### src/rtl/pinwheel_ram_arbiter.sv
// pinwheel_ram_arbiter: independent round-robin read and write arbiters in front of one dual-port RAM.
// Define PINWHEEL_ARB_BYPASS_EN to forward same-cycle same-address write data into the read response.
module pinwheel_ram_arbiter #(
   parameter int requesters = 4,
   parameter int addr_bits  = 10,
   parameter int word_bits  = 32
) (
   input  logic                            clk,
   input  logic                            reset_n,
   input  logic [requesters-1:0]           req_valid,
   input  logic [requesters-1:0]           req_write,
   input  logic [requesters*addr_bits-1:0] req_addr,
   input  logic [requesters*word_bits-1:0] req_wdata,
   output logic [requesters-1:0]           req_ready,
   output logic [requesters-1:0]           resp_valid,
   output logic [word_bits-1:0]            resp_data,
   output logic [addr_bits-1:0]            raddr,
   input  logic [word_bits-1:0]            rdata,
   output logic [addr_bits-1:0]            waddr,
   output logic [word_bits-1:0]            wdata,
   output logic                            wren
);
   localparam int PW = requesters > 1 ? $clog2(requesters) : 1;
   logic [PW-1:0] rd_ptr_q, rd_ptr_d, wr_ptr_q, wr_ptr_d;
   logic [requesters-1:0] rd_cand, wr_cand, rd_gnt, wr_gnt, resp_q, resp_d;
   logic rd_found, wr_found;
   always_comb begin
      rd_cand  = reset_n ? req_valid & ~req_write : '0;
      wr_cand  = reset_n ? req_valid & req_write : '0;
      rd_gnt   = '0;
      wr_gnt   = '0;
      rd_found = 1'b0;
      wr_found = 1'b0;
      rd_ptr_d = rd_ptr_q;
      wr_ptr_d = wr_ptr_q;
      // offset k from the pointer lands on requester i; first hit wins
      for (int k = 0; k < requesters; k++) begin
         for (int i = 0; i < requesters; i++) begin
            if (!rd_found && rd_cand[i] && ((int'(rd_ptr_q) + k) % requesters) == i) begin
               rd_found = 1'b1;
               rd_gnt[i] = 1'b1;
               rd_ptr_d = PW'((i + 1) % requesters);
            end
            if (!wr_found && wr_cand[i] && ((int'(wr_ptr_q) + k) % requesters) == i) begin
               wr_found = 1'b1;
               wr_gnt[i] = 1'b1;
               wr_ptr_d = PW'((i + 1) % requesters);
            end
         end
      end
      raddr = '0;
      waddr = '0;
      wdata = '0;
      for (int i = 0; i < requesters; i++) begin
         if (rd_gnt[i]) raddr = req_addr[i*addr_bits +: addr_bits];
         if (wr_gnt[i]) begin
            waddr = req_addr[i*addr_bits +: addr_bits];
            wdata = req_wdata[i*word_bits +: word_bits];
         end
      end
      wren      = wr_found;
      req_ready = rd_gnt | wr_gnt;
      resp_d    = rd_gnt;
   end
   always_ff @(posedge clk or negedge reset_n) begin
      if (!reset_n) begin
         rd_ptr_q <= '0;
         wr_ptr_q <= '0;
         resp_q   <= '0;
      end else begin
         rd_ptr_q <= rd_ptr_d;
         wr_ptr_q <= wr_ptr_d;
         resp_q   <= resp_d;
      end
   end
   assign resp_valid = resp_q;
`ifdef PINWHEEL_ARB_BYPASS_EN
   logic byp_q, byp_d;
   logic [word_bits-1:0] byp_data_q, byp_data_d;
   always_comb begin
      byp_d      = rd_found && wr_found && raddr == waddr;
      byp_data_d = wdata;
   end
   always_ff @(posedge clk or negedge reset_n) begin
      if (!reset_n) begin
         byp_q      <= 1'b0;
         byp_data_q <= '0;
      end else begin
         byp_q      <= byp_d;
         byp_data_q <= byp_data_d;
      end
   end
   assign resp_data = |resp_q ? (byp_q ? byp_data_q : rdata) : '0;
`else
   assign resp_data = |resp_q ? rdata : '0;
`endif
endmodule

### config.mk
export PLATFORM = sky130hd
export DESIGN_NAME = pinwheel_ram_arbiter
export DESIGN_NICKNAME = d
export VERILOG_FILES = /design/src/rtl/pinwheel_ram_arbiter.sv
export SDC_FILE = /design/constraint.sdc
export NUM_CORES = 1
export LEC_CHECK = 0
export ABC_AREA = 1
export CELL_PAD_IN_SITES_DETAIL_PLACEMENT = 0
export CELL_PAD_IN_SITES_GLOBAL_PLACEMENT = 1
export CORE_MARGIN = 5
export CORE_UTILIZATION = 17
export CTS_CLUSTER_DIAMETER = 30
export DETAILED_ROUTE_END_ITERATION = 6
export PLACE_DENSITY = 0.83
export SLEW_MARGIN = 20
export SYNTH_ARGS = -nofsm -noshare
export SYNTH_HDL_FRONTEND = slang
export SYNTH_SLANG_ARGS = --single-unit
### constraint.sdc
create_clock -name clk -period 3 [get_ports clk]
set_input_delay 0.45 -clock clk [delete_from_list [all_inputs] [get_ports clk]]
set_output_delay 0.45 -clock clk [all_outputs]
set_load 0.01 [all_outputs]
; ---- Word level (Yosys, flattened, before mapping)
; Cells that the tools add are included.
; Widths: inputs -> output; s select.
[totals]
regBits = 8
out_inout_bits = 93
[classes]
add_sub_neg = 6
reduce_logical = 109
eq_ne = 24
bitwise = 10
muxes = 108
[op_table]
columns = op, n
row1 = $logic_not 32->1, 8
row2 = $mux 32, 5
row3 = $mux 10, 8
row4 = $mux 2, 32
row5 = $logic_and 1x1->1, 62
row6 = $mux 1, 61
row7 = $eq 3x3->1 const B, 12
row8 = $reduce_bool 16->1, 2
row9 = $logic_not 1->1, 30
row10 = $eq 3x2->1 const B, 6
row11 = $reduce_or 2->1, 6
row12 = $add 2x2->2 const B, 4
row13 = $and 4x4->4, 2
row14 = $eq 2x2->1 const B, 4
row15 = $mux 4, 2
row16 = $and 1x1->1 const A, 6
row17 = $add 2x1->2 const B, 2
row18 = $eq 2x1->1 const B, 2
row19 = $not 4->4, 1
row20 = $or 4x4->4, 1
row21 = $reduce_or 4->1, 1

; ---- Longest topological paths before layout
; Gate-level depths: netlist of the first run.
[logic_depth]
word_depth = 66
depth_mapped = 16

; ---- Worst setup path before layout of the first run
; No wires, ideal clock.
[synth_timing]
path_kind = input -> output
start = input port req_valid[1]
end = output port raddr[0]
t_required_ps = 2550
slack_ps = 543
t_arrival_ps = 2007
path_stages = 16
cell_sequence = nand2_2 -> nor2_4 -> nand2_2 -> nand2_2 -> nor2_2 -> nand3_2 -> nor2_4 -> nand3_2 -> nor2_4 -> nand2_2 -> nor2_4 -> nand3_2 -> nand2_1 -> buf_6 -> nand2_1 -> nand2_1
[synth_between]
elab_chain_cells = 62
[synth_rtl]
columns = item, line_no
row1 = start: declaration, 10  ; input logic [requesters-1:0] req_valid,
row2 = $and 4x4->4 *, 28  ; rd_cand = reset_n ? req_valid & ~req_write : '0;
row3 = $mux 4 *, 28
row4 = $logic_and 1x1->1 (2 in a row), 39  ; if (!rd_found && rd_cand[i] && ((int'(rd_ptr_q) + k) % requesters) == i) begin
row5 = $mux 1, 39
row6 = $logic_not 1->1, 39
row7 = $logic_and 1x1->1 (2 in a row), 39
row8 = $mux 1, 39
row9 = $logic_not 1->1, 39
row10 = [43 not listed], --
row11 = $logic_not 1->1, 39
row12 = $logic_and 1x1->1 (2 in a row), 39
row13 = $mux 1, 39
row14 = $logic_not 1->1, 39
row15 = $logic_and 1x1->1 (2 in a row), 39
row16 = $mux 1 *, 39
row17 = named net rd_gnt[3], 25  ; logic [requesters-1:0] rd_cand, wr_cand, rd_gnt, wr_gnt, resp_q, resp_d;
row18 = $mux 10 *, 55  ; if (rd_gnt[i]) raddr = req_addr[i*addr_bits +: addr_bits];
row19 = end: declaration, 17  ; output logic [addr_bits-1:0] raddr,
; Mark *: on every way through the listed nets, which the timed path passes. The rest lies on a longest branch.

; ---- Final worst setup path of the first run
[layout_timing]
start = register wr_ptr_q[0]
end = output port wdata[8]
[layout_between]
elab_chain_cells = 64
[layout_rtl]
columns = item, line_no
row1 = start: declaration, 24  ; logic [PW-1:0] rd_ptr_q, rd_ptr_d, wr_ptr_q, wr_ptr_d;
row2 = start signal: assignment, 72  ; wr_ptr_q <= wr_ptr_d;
row3 = $logic_not 32->1, 44  ; if (!wr_found && wr_cand[i] && ((int'(wr_ptr_q) + k) % requesters) == i) begin
row4 = $logic_and 1x1->1, 44
row5 = $mux 1, 44
row6 = $logic_not 1->1, 44
row7 = $logic_and 1x1->1 (2 in a row), 44
row8 = $mux 1, 44
row9 = $logic_not 1->1, 44
row10 = $logic_and 1x1->1 (2 in a row), 44
row11 = [44 not listed], --
row12 = $mux 1, 44
row13 = $logic_not 1->1, 44
row14 = $logic_and 1x1->1 (2 in a row), 44
row15 = $mux 1, 44
row16 = $logic_not 1->1, 44
row17 = $logic_and 1x1->1 (2 in a row), 44
row18 = $mux 1, 44
row19 = $mux 32 *, 56  ; if (wr_gnt[i]) begin
row20 = end: declaration, 20  ; output logic [word_bits-1:0] wdata,
; Mark *: on every way between the ends. The rest lies on a longest branch, timed or not.

==> summary.txt, run 1 <==
STA
  – Period utilization: 99.4%
  – Worst path setup slack after routing: 0.0188 ns
  – Shortest clock period the worst path allows after layout: 2.98 ns
  – Final-report setup violation count: 0
  – Highest achievable clock rate: 335 MHz
  – Setup TNS: 0 ns
  – Number of pins exceeding their max-slew limit in the final report: 0
  – Worst slew margin relative to its limit: 77.8%
  – Setup skew after layout: 0.00269 ns
  – Setup repair after global routing missed its margin: yes
  – Worst slew pin tran: 0.330 ns
  – Final hold violation count: 0

Clocking
  – Clock tree root buffer cell: sky130_fd_sc_hd__clkbuf_16
  – Buffers from clock root to sink, at most: 2
  – Clock-pin slew of the registers on the worst-case setup and hold paths: 0.04 ns
  – CTS tree: yes
  – Count of hold buffers inserted by post-cts repair: 0
  – Later-pin clock latency in the skew report: 0.23 ns
  – Number of sinks on the clock net: 8
  – Number of levels the H-tree was split into: 1
  – CTS Buf Count: 3

Placed design
  – Quantity of I/O buffers inserted on ports: 302
  – Minimum setup slack after placement: -0.829 ns
  – DP Wirelength: 14400 um
  – Weighted congestion reported at the end of routability-driven placement: 0.909

Route
  – Post-route DRC: 0
  – Drt first-iter violations: 196
  – Final WL: 19900 um
  – Antenna violation net count after detailed routing: 0
  – Via count normalized by instance count: 4.29
  – Detailed-route wire length per cell: 15.2 um
  – Total number of vias: 5617
  – Number of detailed-route iterations in the first pass: 4

Power
  – Net load switching power: 2260 uW
  – Fraction of power spent switching nets: 46.8%
  – Fraction of power consumed by the clock network: 4.6%
  – PwrDens: 601 nW/um^2
  – Internal power summed over all cells: 2570 uW
  – Part of the total power dissipated in combinational logic: 91.1%
  – Leakage Power: 0.00423 uW
  – Share of total power in sequential cells: 4.3%
  – Max IR drop VDD: 258 uV
  – Total power: 4830 uW

Synthesis
  – Number of different library cells in the post-synthesis netlist: 33
  – Portion of the post-synthesis area used by sequential elements: 6.33%
  – Average cell area after synthesis: 4.68 sq um
  – Synth Flop Type: sky130_fd_sc_hd__dfrtp_1
  – Cell types with the largest area share after synthesis: sky130_fd_sc_hd__nand2_1 35%, sky130_fd_sc_hd__nand3_1 15%, sky130_fd_sc_hd__inv_1 13%
  – Number of synthesized flops with an enable pin: 0
  – Yosys top cell by area: sky130_fd_sc_hd__nand2_1
  – Post-synthesis sequential element count: 8
  – Total standard cell area after synthesis: 3160 sq um
  – Warnings from Yosys: 0
  – Post-synth net total: 886
  – FFs w/ async S/R, synth: 100%
  – Top cell type's share of synthesized area: 35.0%
  – Post-Synthesis Cells: 676

Worst setup path
  – Family of cells with the greatest summed delay on the critical path: simple AND/OR/NAND/NOR gates
  – Worst setup path category: reg2out
  – Required time of the critical path: 2.55 ns
  – Nature of the critical path startpoint: register
  – Cell with the biggest individual delay on the critical path: sky130_fd_sc_hd__dfrtp_1
  – Combined buffer and inverter count along the critical path: 4
  – CP endpoint kind: output port
  – Stage delay of the slowest cell on the critical path: 0.41 ns
  – Max Fanout on Critical Path: 7
  – Cell Chain, Critical Path: inv_2 -> nand2_1 -> nor2_4 -> nor2_4 -> nand2_1 -> nor2_1 -> o21ai_2 -> nand4_4 -> nor2_4 -> nand4_1 -> nand2_4 -> buf_12 -> buf_8 -> nand2_1 -> nand3_1 -> buf_2
  – Data arrival time of the critical path: 2.53 ns

Cells and area
  – Area added between synthesis and finish: 154%
  – Proportion of layout cells with a drive suffix above 1: 29.7%
  – Post-Route Utilization: 44.3%
  – ANT cells: 0
  – Layout Nets: 1291

Global route
  – Global-route wire length before repair: 29600 um
  – Largest net degree at the start of global routing: 33
  – Total GRT Usage: 16.9%
  – Number of global-route vias before repair: 5440
  – Global route overflow: 0
  – Number of antenna violations at the first check in global routing: 0

Floorplanning
  – Initial core utilization: 17.4%
  – CORE AREA: 18100 sq um
  – Number of placed I/O pins: 303
  – Cell row count: 49
  – Die ar.: 21400 sq um
  – X dimension of the die: 146 um
  – Die height: 146 um

Run status
  – Result of the run: complete, no violations

Flow run
  – Number of max-cap violations: 0

Hold path
  – Class of the tightest hold or removal check: in2async
-- cells by family (layout without fill, tap and decap cells) --
kind of cell    after synthesis  count (layout)  synth area share (%)
compound gates               20              20                  3.84
buf+inv                     145             548                  19.6
flops                         8               8                  6.33
simple gates                503             503                  70.3
-- layout make-up --
class	instances	area (sq um)
clock buffer	3	75.1
fill	1877	10100
inverter	113	427
multi-input combinational	523	2820
sequential	8	201
tap	229	287
timing repair buffer	432	4240
-- state kept, by name (all words and copies together) (netlist names) --
name	count
resp_valid	4
rd_ptr_q	2
wr_ptr_q	2
-- per-layer routing --
metal  share of wire (%)  wire [um]  GRT usage [%]  up-vias
met5                   0          0              0        -
met4                 1.9        374           3.67        0
met3                 7.7       1530           4.18       26
met2                  51      10100           30.7      227
met1                  40       7870           20.1     2485
li1                    -          -              -     2879
-- through the flow --
stage               cell area [sq um]  hold slack, ns  std cells
global placement                 7090           0.637       1262
finish                           8040           0.138       1308
floorplan                        3160           0.154        676
CTS                              7620           0.180       1302
global route                     8040           0.150       1308
detailed placement               7090           0.650       1262
-- final timing paths --
path | cells past startpoint | slack (ns) | end | startpoint
max | 16 | 0.02 | wdata[8] | wr_ptr_q[0]
min | 2 | 0.14 | rd_ptr_q[1] | reset_n
max reg2reg | 13 | 0.82 | wr_ptr_q[0] | wr_ptr_q[0]
min reg2reg | 2 | 0.68 | wr_ptr_q[1] | wr_ptr_q[1]
max in group asynchronous | 2 | 2.76 | wr_ptr_q[1] | reset_n
min in group clk | 2 | 0.68 | wr_ptr_q[1] | wr_ptr_q[1]
-- Yosys cell counts (2+ instances only) --
cell,n
sky130_fd_sc_hd__nand2_1,295
sky130_fd_sc_hd__inv_1,109
sky130_fd_sc_hd__nand3_1,95
sky130_fd_sc_hd__nor2_1,63
sky130_fd_sc_hd__buf_2,14
sky130_fd_sc_hd__nand4_1,14
sky130_fd_sc_hd__buf_4,13
sky130_fd_sc_hd__a21oi_1,12
sky130_fd_sc_hd__dfrtp_1,8
sky130_fd_sc_hd__nor2_4,7
sky130_fd_sc_hd__nand2_2,6
sky130_fd_sc_hd__nand3_2,5
sky130_fd_sc_hd__clkbuf_1,4
sky130_fd_sc_hd__nor2_2,4
sky130_fd_sc_hd__inv_2,3
sky130_fd_sc_hd__nand3b_1,3
sky130_fd_sc_hd__nor4_1,3
sky130_fd_sc_hd__nand2_4,2
sky130_fd_sc_hd__o21ai_1,2
-- power groups by stage --
stage | clock network (uW) | registers [uW] | logic (uW)
after global placement | 0 | 197 | 3970
after detailed placement | 0 | 198 | 3960
after floorplan | 0 | 201 | 1720
after CTS | 224 | 197 | 4160
final | 222 | 208 | 4400
after global routing | 227 | 214 | 4760
-- cells in the final DEF (no fill, tap or decap), drive strengths merged --
cell type,n
nand2,303
clkdlybuf4s50,236
buf,181
inv,112
nand3,100
nor2,74
nand4,16
a21oi,12
clkbuf,9
dfrtp,8
clkdlybuf4s15,5
o21ai,4
nand3b,3
dlygate4sd2,3
nor4,3
o2111ai,2
nor3,1
clkinv,1
o31ai,1
a31oi,1
or2,1
nor3b,1
and3,1
bufbuf,1
-- what timing repair did --
action | CTS | global route
endpoints found under the setup margin | 57 | 55
buffers inserted | 28 | 8
gates resized for setup | 284 | 130
pin swaps | 29 | 79
gates cloned | 9 | 1
No activity file was read; power rests on OpenSTA's default activity.
==> run 2, diff against run 1 <==
--- a/config.mk
+++ b/config.mk
@@ -8,11 +8,12 @@
 export ABC_AREA = 1
 export CELL_PAD_IN_SITES_DETAIL_PLACEMENT = 0
 export CELL_PAD_IN_SITES_GLOBAL_PLACEMENT = 1
-export CORE_MARGIN = 5
-export CORE_UTILIZATION = 17
+export CORE_MARGIN = 2
+export CORE_UTILIZATION = 19
 export CTS_CLUSTER_DIAMETER = 30
 export DETAILED_ROUTE_END_ITERATION = 6
-export PLACE_DENSITY = 0.83
+export PLACE_DENSITY = 0.91
+export SKIP_CTS_REPAIR_TIMING = 1
 export SLEW_MARGIN = 20
 export SYNTH_ARGS = -nofsm -noshare
 export SYNTH_HDL_FRONTEND = slang
==> constraint.sdc (replaced) <==
create_clock -name clk -period 3.87 [get_ports clk]
set_input_delay 0.5805 -clock clk [delete_from_list [all_inputs] [get_ports clk]]
set_output_delay 0.5805 -clock clk [all_outputs]
set_load 0.01 [all_outputs]
==> summary.txt, run 2 (synthesis gave the netlist of run 1 again) <==
Route
  – Final WL: 16400 um
  – Total number of vias: 5245
  – Post-route DRC: 0
  – Drt first-iter violations: 243
  – Via count normalized by instance count: 4.20
  – Detailed-route wire length per cell: 13.1 um
  – Antenna violation net count after detailed routing: 0
  – Number of detailed-route iterations in the first pass: 5

Worst setup path
  – Cell with the biggest individual delay on the critical path: sky130_fd_sc_hd__clkdlybuf4s50_1
  – Cell Chain, Critical Path: clkdlybuf4s50_1 -> inv_1 -> nor2_2 -> nand2_1 -> nand2_1 -> nor2_2 -> nand2_1 -> nor2_1 -> o21ai_2 -> nand4_4 -> nor2_4 -> nand4_1 -> nand2_2 -> buf_12 -> nand2_1 -> nand3_1 -> clkdlybuf4s50_1
  – Reg2reg setup slack: 1.68 ns
  – Capture instance of the worst register-to-register path: wr_ptr_q[0]
  – Reg-to-reg critical path startpoint: wr_ptr_q[0]
  – Worst r2r path cells: 15
  – CP endpoint kind: output port
  – Worst setup path category: in2out
  – Data arrival time of the critical path: 3.30 ns
  – Combined buffer and inverter count along the critical path: 4
  – Stage delay of the slowest cell on the critical path: 0.55 ns
  – Nature of the critical path startpoint: input port
  – Required time of the critical path: 3.29 ns
  – Max Fanout on Critical Path: 22
  – Crit-path most repeated cell: sky130_fd_sc_hd__nand2_1
  – Family of cells with the greatest summed delay on the critical path: simple AND/OR/NAND/NOR gates

Floorplanning
  – X dimension of the die: 133 um
  – Cell row count: 47
  – Die height: 133 um
  – Number of placed I/O pins: 303
  – Initial core utilization: 19.3%
  – Die ar.: 17700 sq um
  – CORE AREA: 16400 sq um

STA
  – Setup skew after layout: 0.00256 ns
  – Worst slew margin relative to its limit: 79.4%
  – Highest achievable clock rate: 257 MHz
  – Setup TNS: -0.0246 ns
  – Period utilization: 100%
  – Final hold violation count: 0
  – Shortest clock period the worst path allows after layout: 3.88 ns
  – Setup repair after global routing missed its margin: yes
  – Worst path setup slack after routing: -0.0144 ns
  – Number of pins exceeding their max-slew limit in the final report: 0
  – Worst slew pin tran: 0.309 ns
  – Final-report setup violation count: 4

Cells and area
  – Count of non-filler cells in the finished layout: 1248
  – Top library cells by usage in the layout, fill and taps aside: 293 x sky130_fd_sc_hd__nand2_1, 268 x sky130_fd_sc_hd__clkdlybuf4s50_1, 109 x sky130_fd_sc_hd__inv_1
  – Count of fill cells added during filler insertion: 1716
  – Multi-input gate area in the final layout: 2360 sq um
  – Max FFs per register: 4
  – Proportion of layout cells with a drive suffix above 1: 11.6%
  – Layout Nets: 1240
  – Area added between synthesis and finish: 129%
  – Leading cell type in the layout, fill and taps excluded: sky130_fd_sc_hd__nand2_1
  – ANT cells: 0
  – Sequential cell area: 200 sq um

Run status
  – Failing checks: negative setup slack
  – Result of the run: finished, violations left

Hold path
  – Class of the tightest hold or removal check: in2async

Clocking
  – Later-pin clock latency in the skew report: 0.23 ns
  – Clock tree root buffer cell: sky130_fd_sc_hd__clkbuf_16
  – Clock-pin slew of the registers on the worst-case setup and hold paths: 0.04 ns
  – CTS tree: yes
  – CTS Buf Count: 3
  – Buffers from clock root to sink, at most: 2
  – Number of levels the H-tree was split into: 1
  – Number of sinks on the clock net: 8

Placed design
  – Quantity of I/O buffers inserted on ports: 302
  – DP Wirelength: 13200 um
  – Weighted congestion reported at the end of routability-driven placement: 0.907
  – Cell count after placement: 1238

Power
  – Leakage Power: 0.00403 uW
  – Net load switching power: 1470 uW
  – Fraction of power consumed by the clock network: 5.1%
  – Part of the total power dissipated in combinational logic: 90.0%
  – Total power: 3270 uW
  – Share of total power in sequential cells: 4.9%
  – PwrDens: 452 nW/um^2
  – Max IR drop VDD: 203 uV
  – Internal power summed over all cells: 1800 uW
  – Fraction of power spent switching nets: 45.0%

Global route
  – Number of antenna violations at the first check in global routing: 0
  – Total GRT Usage: 17.3%
  – Global-route wire length before repair: 25300 um
  – Global route overflow: 0
  – Largest net degree at the start of global routing: 33
  – Number of global-route vias before repair: 4976

Flow run
  – Number of max-cap violations: 0
run 2: cell count changes in the layout (fill, tap and decap cells not counted), moves of 24 or more:
cell	before	now
sky130_fd_sc_hd__nand3_1	68	95
sky130_fd_sc_hd__clkdlybuf4s50_1	236	268
sky130_fd_sc_hd__buf_4	89	63
sky130_fd_sc_hd__buf_2	39	0
sky130_fd_sc_hd__buf_6	26	2
sky130_fd_sc_hd__dlymetal6s2s_1	0	34
sky130_fd_sc_hd__nand2_2	42	8
sky130_fd_sc_hd__nand2_1	246	293
run 2: worst register-to-register path: cells and delay by family, from the launching register on:
kind / cells / cell delay, ns
AND/OR/NAND/NOR: 11 / 1.13
flip-flops: 1 / 0.42
buffers and inverters: 3 / 0.41
AO/OA/AOI/OAI: 1 / 0.14
run 2: power groups by stage:
| stage | registers, uW | logic [uW] | clock network [uW] |
|---|---|---|---|
| final | 160 | 2940 | 168 |
| after global routing | 168 | 3200 | 177 |
| after CTS | 159 | 2960 | 169 |
| after detailed placement | 160 | 2950 | 0 |
| after global placement | 160 | 2950 | 0 |
| after floorplan | 156 | 1340 | 0 |
run 2: layout make-up:
cell class / instances / area share [%]
Timing Repair Buffer: 381 / 53.8
Multi-Input combinational cell: 523 / 32.7
Inverter: 113 / 5.87
Tap cell: 220 / 3.81
Sequential cell: 8 / 2.77
Clock buffer: 3 / 1.04
run 2: worst max-delay path by stage:
stage,startpoint,to,cells after the start
floorplan,req_valid[1],raddr[0],16
detailed placement,reset_n,waddr[4],17
global route,req_valid[0],raddr[9],18
global placement,reset_n,raddr[7],18
finish,req_write[0],wdata[21],17
CTS,reset_n,waddr[4],17
run 2: per-layer routing:
layer | vias to the layer above | share of wire (%) | track usage [%]
met4 | 0 | 1.2 | 2.75
li1 | 2771 | - | -
met2 | 213 | 49 | 31.1
met5 | - | 0 | 0
met1 | 2243 | 43 | 22.3
met3 | 18 | 6.4 | 2.41
run 2: through the flow:
| stage | utilization, % | area (sq um) | hold WS, ns | setup WS [ns] |
|---|---|---|---|---|
| 3_5_place_dp | 42.5 | 6970 | 0.609 | -0.183 |
| 2_1_floorplan | - | 3160 | 0.285 | 1.15 |
| 5_1_grt | 44.0 | 7220 | 0.505 | -0.207 |
| 6_report | 44.0 | 7220 | 0.449 | -0.0144 |
| 3_3_place_gp | 42.5 | 6970 | 0.591 | -0.0908 |
| 4_1_cts | 43.0 | 7050 | 0.616 | -0.202 |
